===== src/rtl/multicycle_control_fsm_pkg.sv =====
// Shared definitions for the multicycle RV32I control FSM.
// Contents: state encodings, opcode constants, datapath mux-select codes,
// trap-cause codes and an opcode-to-next-state helper used in DECODE.
package multicycle_control_fsm_pkg;

   typedef enum logic [3:0] {
      S_FETCH    = 4'd0,
      S_DECODE   = 4'd1,
      S_MEMADR   = 4'd2,
      S_MEMREAD  = 4'd3,
      S_MEMWB    = 4'd4,
      S_MEMWRITE = 4'd5,
      S_EXECR    = 4'd6,
      S_EXECI    = 4'd7,
      S_ALUWB    = 4'd8,
      S_BEQ      = 4'd9,
      S_JAL      = 4'd10,
      S_TRAP     = 4'd11
   } state_t;

   localparam logic [6:0] OP_LOAD  = 7'b0000011;
   localparam logic [6:0] OP_STORE = 7'b0100011;
   localparam logic [6:0] OP_RTYPE = 7'b0110011;
   localparam logic [6:0] OP_ITYPE = 7'b0010011;
   localparam logic [6:0] OP_BEQ   = 7'b1100011;
   localparam logic [6:0] OP_JAL   = 7'b1101111;

   localparam logic [1:0] RES_ALUOUT = 2'b00;
   localparam logic [1:0] RES_RDATA  = 2'b01;
   localparam logic [1:0] RES_ALURES = 2'b10;

   localparam logic [1:0] SRCA_PC    = 2'b00;
   localparam logic [1:0] SRCA_OLDPC = 2'b01;
   localparam logic [1:0] SRCA_RS1   = 2'b10;

   localparam logic [1:0] SRCB_RS2  = 2'b00;
   localparam logic [1:0] SRCB_IMM  = 2'b01;
   localparam logic [1:0] SRCB_FOUR = 2'b10;

   localparam logic [1:0] ALUOP_ADD   = 2'b00;
   localparam logic [1:0] ALUOP_SUB   = 2'b01;
   localparam logic [1:0] ALUOP_FUNCT = 2'b10;

   localparam logic CAUSE_ILLEGAL = 1'b0;
   localparam logic CAUSE_TIMEOUT = 1'b1;

   // Dispatch target out of DECODE; unknown opcodes land in TRAP.
   function automatic state_t decode_next(input logic [6:0] op);
      state_t s;
      case (op)
         OP_LOAD, OP_STORE: s = S_MEMADR;
         OP_RTYPE:          s = S_EXECR;
         OP_ITYPE:          s = S_EXECI;
         OP_BEQ:            s = S_BEQ;
         OP_JAL:            s = S_JAL;
         default:           s = S_TRAP;
      endcase
      return s;
   endfunction

endpackage


===== src/rtl/multicycle_control_fsm_mem_wait_timer.sv =====
// mem_wait_timer: counts consecutive cycles a memory access has waited.
// Ports: clk, rst_n (async active-low), clear (zero the count),
//        waiting (access stalled this cycle), expired (this stalled cycle is
//        the WAIT_LIMIT-th consecutive one; the access must be abandoned).
module mem_wait_timer #(
   parameter int WAIT_LIMIT = 16
) (
   input  logic clk,
   input  logic rst_n,
   input  logic clear,
   input  logic waiting,
   output logic expired
);

   // Count holds the number of stalled cycles already completed, so the
   // current stall is the last permitted one when count equals LIMIT-1.
   localparam logic [7:0] LAST = 8'(WAIT_LIMIT - 1);

   logic [7:0] count_reg;

   always_ff @(posedge clk or negedge rst_n) begin
      if (!rst_n) begin
         count_reg <= '0;
      end else if (clear) begin
         count_reg <= '0;
      end else if (waiting) begin
         count_reg <= count_reg + 8'd1;
      end
   end

   assign expired = waiting && (count_reg == LAST);

endmodule


===== src/rtl/multicycle_control_fsm.sv =====
// multicycle_control_fsm: main control FSM of the multicycle RV32I core.
// Inputs : clk, rst_n (async active-low), op (IR opcode), zero (ALU flag),
//          mem_ready (memory completes current access this cycle).
// Outputs: datapath enables/selects (pc_write, adr_src, mem_write, ir_write,
//          result_src, alu_src_a, alu_src_b, alu_op, reg_write), retire pulse,
//          ret_count, sticky trap with trap_cause (0 illegal op, 1 timeout).
module multicycle_control_fsm
   import multicycle_control_fsm_pkg::*;
#(
   parameter int WAIT_LIMIT = 16,
   parameter int RET_W      = 32
) (
   input  logic             clk,
   input  logic             rst_n,
   input  logic [6:0]       op,
   input  logic             zero,
   input  logic             mem_ready,
   output logic             pc_write,
   output logic             adr_src,
   output logic             mem_write,
   output logic             ir_write,
   output logic [1:0]       result_src,
   output logic [1:0]       alu_src_a,
   output logic [1:0]       alu_src_b,
   output logic [1:0]       alu_op,
   output logic             reg_write,
   output logic             retire,
   output logic [RET_W-1:0] ret_count,
   output logic             trap,
   output logic             trap_cause
);

   state_t state_reg, state_next;
   logic [RET_W-1:0] ret_count_reg;
   logic trap_reg, trap_cause_reg, cause_next;
   logic pc_write_c, mem_write_c, ir_write_c, reg_write_c, retire_c;
   logic wait_state, timer_clear, timer_waiting, timer_expired;

   // Only FETCH, MEMREAD and MEMWRITE talk to memory. Holding the counter at
   // zero everywhere else makes "clear on entry" automatic.
   assign wait_state    = (state_reg == S_FETCH) || (state_reg == S_MEMREAD) ||
                          (state_reg == S_MEMWRITE);
   assign timer_clear   = !wait_state || mem_ready;
   assign timer_waiting = wait_state && !mem_ready;

   mem_wait_timer #(.WAIT_LIMIT(WAIT_LIMIT)) u_wait_timer (
      .clk     (clk),
      .rst_n   (rst_n),
      .clear   (timer_clear),
      .waiting (timer_waiting),
      .expired (timer_expired)
   );

   always_ff @(posedge clk or negedge rst_n) begin
      if (!rst_n) begin
         state_reg      <= S_FETCH;
         ret_count_reg  <= '0;
         trap_reg       <= 1'b0;
         trap_cause_reg <= 1'b0;
      end else begin
         state_reg <= state_next;
         if (retire_c) begin
            ret_count_reg <= ret_count_reg + RET_W'(1);
         end
         // Cause is latched only on the way in, so it stays stable in TRAP.
         if (state_next == S_TRAP && state_reg != S_TRAP) begin
            trap_reg       <= 1'b1;
            trap_cause_reg <= cause_next;
         end
      end
   end

   always_comb begin
      state_next  = state_reg;
      cause_next  = CAUSE_ILLEGAL;
      pc_write_c  = 1'b0;
      mem_write_c = 1'b0;
      ir_write_c  = 1'b0;
      reg_write_c = 1'b0;
      retire_c    = 1'b0;
      adr_src     = 1'b0;
      result_src  = RES_ALUOUT;
      alu_src_a   = SRCA_PC;
      alu_src_b   = SRCB_RS2;
      alu_op      = ALUOP_ADD;
      case (state_reg)
         S_FETCH: begin
            alu_src_b  = SRCB_FOUR;
            result_src = RES_ALURES;
            ir_write_c = mem_ready;
            pc_write_c = mem_ready;
            if (mem_ready) begin
               state_next = S_DECODE;
            end else if (timer_expired) begin
               state_next = S_TRAP;
               cause_next = CAUSE_TIMEOUT;
            end
         end
         S_DECODE: begin
            alu_src_a  = SRCA_OLDPC;
            alu_src_b  = SRCB_IMM;
            state_next = decode_next(op);
         end
         S_MEMADR: begin
            alu_src_a  = SRCA_RS1;
            alu_src_b  = SRCB_IMM;
            state_next = op[5] ? S_MEMWRITE : S_MEMREAD;
         end
         S_MEMREAD: begin
            adr_src = 1'b1;
            if (mem_ready) begin
               state_next = S_MEMWB;
            end else if (timer_expired) begin
               state_next = S_TRAP;
               cause_next = CAUSE_TIMEOUT;
            end
         end
         S_MEMWB: begin
            result_src  = RES_RDATA;
            reg_write_c = 1'b1;
            retire_c    = 1'b1;
            state_next  = S_FETCH;
         end
         S_MEMWRITE: begin
            adr_src     = 1'b1;
            mem_write_c = 1'b1;
            if (mem_ready) begin
               retire_c   = 1'b1;
               state_next = S_FETCH;
            end else if (timer_expired) begin
               state_next = S_TRAP;
               cause_next = CAUSE_TIMEOUT;
            end
         end
         S_EXECR: begin
            alu_src_a  = SRCA_RS1;
            alu_op     = ALUOP_FUNCT;
            state_next = S_ALUWB;
         end
         S_EXECI: begin
            alu_src_a  = SRCA_RS1;
            alu_src_b  = SRCB_IMM;
            alu_op     = ALUOP_FUNCT;
            state_next = S_ALUWB;
         end
         S_ALUWB: begin
            reg_write_c = 1'b1;
            retire_c    = 1'b1;
            state_next  = S_FETCH;
         end
         S_BEQ: begin
            alu_src_a  = SRCA_RS1;
            alu_op     = ALUOP_SUB;
            pc_write_c = zero;
            retire_c   = 1'b1;
            state_next = S_FETCH;
         end
         S_JAL: begin
            // PC takes the target from ALUOut while the ALU forms OldPC+4
            // for the link write in ALUWB.
            alu_src_a  = SRCA_OLDPC;
            alu_src_b  = SRCB_FOUR;
            pc_write_c = 1'b1;
            state_next = S_ALUWB;
         end
         S_TRAP: begin
            state_next = S_TRAP;
         end
         default: begin
            state_next = S_TRAP;
         end
      endcase
   end

   // Strobes are masked while reset is held so an aborted instruction
   // cannot leak a write into the datapath.
   assign pc_write   = pc_write_c  && rst_n;
   assign ir_write   = ir_write_c  && rst_n;
   assign mem_write  = mem_write_c && rst_n;
   assign reg_write  = reg_write_c && rst_n;
   assign retire     = retire_c    && rst_n;
   assign ret_count  = ret_count_reg;
   assign trap       = trap_reg;
   assign trap_cause = trap_cause_reg;

endmodule


===== config.mk =====
export PLATFORM = sky130hd
export DESIGN_NAME = multicycle_control_fsm
export DESIGN_NICKNAME = d
export VERILOG_FILES = /design/src/rtl/multicycle_control_fsm_pkg.sv /design/src/rtl/multicycle_control_fsm_mem_wait_timer.sv /design/src/rtl/multicycle_control_fsm.sv
export SDC_FILE = /design/constraint.sdc
export NUM_CORES = 1
export LEC_CHECK = 0
export ABC_AREA = 0
export CAP_MARGIN = 20
export CORE_MARGIN = 5
export CORE_UTILIZATION = 45
export CTS_BUF_LIST = sky130_fd_sc_hd__clkbuf_8
export CTS_CLUSTER_SIZE = 16
export DETAILED_ROUTE_END_ITERATION = 6
export DONT_BUFFER_PORTS = 1
export PLACE_DENSITY = 0.7
export RECOVER_POWER = 50
export SETUP_SLACK_MARGIN = 0.1
export SKIP_LAST_GASP = 1
export SLEW_MARGIN = 20
export SYNTH_ARGS = -nofsm -noshare
export SYNTH_HDL_FRONTEND = slang
export SYNTH_SLANG_ARGS = --single-unit

===== constraint.sdc =====
create_clock -name clk -period 2.7 [get_ports clk]
set_clock_uncertainty 0.2 [all_clocks]
set_input_delay 0.405 -clock clk [delete_from_list [all_inputs] [get_ports clk]]
set_output_delay 0.405 -clock clk [all_outputs]
set_load 0.01 [all_outputs]

==> impl_metrics.env <==
export IMPL_power_density_nw_per_um2=819
export IMPL_fmax_mhz=408
export IMPL_cts_tree="done"
export IMPL_cp_end_kind="primary output"
export IMPL_clkSlewWorstSetupHoldPaths_ns=0.09
export IMPL_yosysMostFrequentCell="dfrtp_1"
export IMPL_hold_viol=0
export IMPL_cts_root_buffer="clkbuf_8"
export IMPL_p_leak_nw=1.25
export IMPL_synth_area_leaders="dfrtp_1 46%, xnor2_1 9.1%, xor2_1 4.5%"
export IMPL_timing_hold_ws_ns=0.171
export IMPL_synth_yosys_seq_area_share_pct=45.9
export IMPL_hold_class="in2reg"
export IMPL_synth_async_sr_flop_share_pct=100
export IMPL_drv_slew=0
export IMPL_nNetsFinal=269
export IMPL_synth_flop_cell="dfrtp_1"
export IMPL_drtIter0Drc=94
export IMPL_die_h_um=84.7
export IMPL_cap_viol_max_count=0
export IMPL_rows=27
export IMPL_vias=1845
export IMPL_yosysTopAreaCell="dfrtp_1"
export IMPL_core_area_um2=5470
export IMPL_vdd_drop_max_mv=0.525
export IMPL_largest_register_ff_count=32
export IMPL_ant_nets=0
export IMPL_syn_cell_area_um2=2510
export IMPL_post_cts_repair_setup_buffers=0
export IMPL_ys_ff_latch=46
export IMPL_cp_start_kind="register"
export IMPL_period_minus_slack_ns=2.45
export IMPL_rsz0062_at_grt="false"
export IMPL_cts_path_max_buffers=2
export IMPL_hpwl_mm=3.76
export IMPL_critPathKind="reg2out"
export IMPL_tightest_slew_ns=1.16
export IMPL_tns_ns=0
export IMPL_cts_made_buffers=5
export IMPL_cts_num_sinks=46
export IMPL_grt_overflow_total=0
export IMPL_drive_above_1_share_pct=12.1
export IMPL_drt_total_wl_mm=5.27
export IMPL_num_antenna_cells=0
export IMPL_finalCritPeriodShare_pct=90.8
export IMPL_yosysWarningCount=0
export IMPL_status="complete, no violations"
export IMPL_synth_common_cells="46 x dfrtp_1, 26 x xnor2_1, 23 x nand2_1, 21 x nor2_1, 18 x nand3_1"
export IMPL_setup_viol_count_final=0
export IMPL_htree_num_levels=2
export IMPL_synth_top_area_share_pct=45.9
export IMPL_area_growth_pct=8.83
export IMPL_place_gp_congestion=0.887
export IMPL_synth_edf_count=0
export IMPL_grt_pass1_wl_mm=8.98
export IMPL_clkLatencyLatePin_ns=0.30
export IMPL_path_max_fanout=17
export IMPL_grt_pass1_vias=1792
export IMPL_synth_cells=251
export IMPL_chipWidth_um=84.7
export IMPL_viasPerCell=5.61
export IMPL_cp_data_arrival_time_ns=1.85
export IMPL_fillers=522
export IMPL_wl_per_cell_um=16.0
export IMPL_syn_nets=264
export IMPL_die_area_um2=7170
export IMPL_synth_area_per_cell_um2=9.99
export IMPL_ys_types=50
export IMPL_antenna_found_initial=0
export IMPL_drc_errors=0
export IMPL_max_slew_margin_pct=22.9
export IMPL_grtUsageTotal_pct=15.0
export IMPL_crit_required_ns=2.10
export IMPL_start_util_pct=45.8
export IMPL_grt_max_degree=47
export IMPL_io_pins=59
export IMPL_firstDrtPassIters=4
export IMPL_port_buffers=0
## layout make-up
cell class,instances,area (um^2),share of cell area [%]
multi-input combinational,187,1280,47.0
sequential,46,1150,42.3
tap,72,90.1,3.30
clock buffer,5,68.8,2.52
timing repair buffer,8,60.1,2.20
clock inverter,3,43.8,1.60
inverter,8,30.0,1.10
## cell families (layout without fill, tap and decap cells)
kind of cell               Yosys count  after routing  share of synthesized area, %
adders and majority gates            2              2                         0.997
buffers and inverters               18             24                          2.94
xor gates and xnor gates            39             39                          13.6
AOI/OAI and AO/OA                   28             28                          8.43
muxes                                1              1                         0.449
DFF                                 46             46                          45.9
and+or+nand+nor                    117            117                          27.7
## where the power goes
group          switching [mW]  internal (mW)
Sequential              0.182          0.769
Combinational           0.450          0.323
Clock                   0.235          0.277
Total                   0.867           1.37
## path summary, 6_finish.rpt
path	startpoint	to	slack (ns)	depth (start not counted)
setup reg to reg	state_reg[2]	ret_count[8]	0.52	5
setup / recovery	state_reg[1]	pc_write	0.25	3
hold / removal	op[4]	state_reg[1]	0.17	2
min in group asynchronous	rst_n	ret_count[24]	0.68	2
max in group asynchronous	rst_n	state_reg[3]	0.84	2
hold reg to reg	u_wait_timer.count_reg[0]	u_wait_timer.count_reg[0]	0.27	1
## layer usage
metal  part of all wire, %  wire length [um]  global-route usage (%)
met5                     0                 0                       0
met3                   8.5               450                    5.89
met1                    43              2260                    18.7
met2                    48              2530                    24.8
met4                  0.57                30                    2.73
## timing repair
| action | CTS | global route |
|---|---|---|
| gates resized for setup | 0 | 2 |
| hold buffers | 2 | 0 |
| hold endpoints to repair | 46 | 0 |
| setup endpoints to repair | 0 | 1 |
## critical path: stages (launching register included)
cell,delay (ns)
dfrtp_1,0.57
or2_2,0.39
a211oi_1,0.30
o2111a_1,0.28
## through the flow
stage | setup WS (ns) | cell area (um^2) | power (mW) | instances | utilization [%]
global placement | 0.407 | 2600 | 1.71 | 319 | 47.5
global route | 0.108 | 2730 | 2.41 | 329 | 49.9
floorplan | 0.549 | 2510 | 1.55 | 251 | -
CTS | 0.155 | 2750 | 2.27 | 329 | 50.3
finish | 0.248 | 2730 | 2.24 | 329 | 49.9
detailed placement | 0.397 | 2600 | 1.72 | 319 | 47.5
## cells in the final DEF (no fill, tap or decap), types with 5 or more instances in the layout
| cell type | instances |
|---|---|
| and3_1 | 11 |
| buf_4 | 6 |
| clkbuf_8 | 5 |
| dfrtp_1 | 44 |
| inv_1 | 8 |
| nand2_1 | 23 |
| nand3_1 | 18 |
| nand4_1 | 6 |
| nor2_1 | 21 |
| nor2b_1 | 5 |
| nor3_1 | 6 |
| xnor2_1 | 26 |
| xor2_1 | 13 |
No activity file was read; power rests on OpenSTA's default activity.
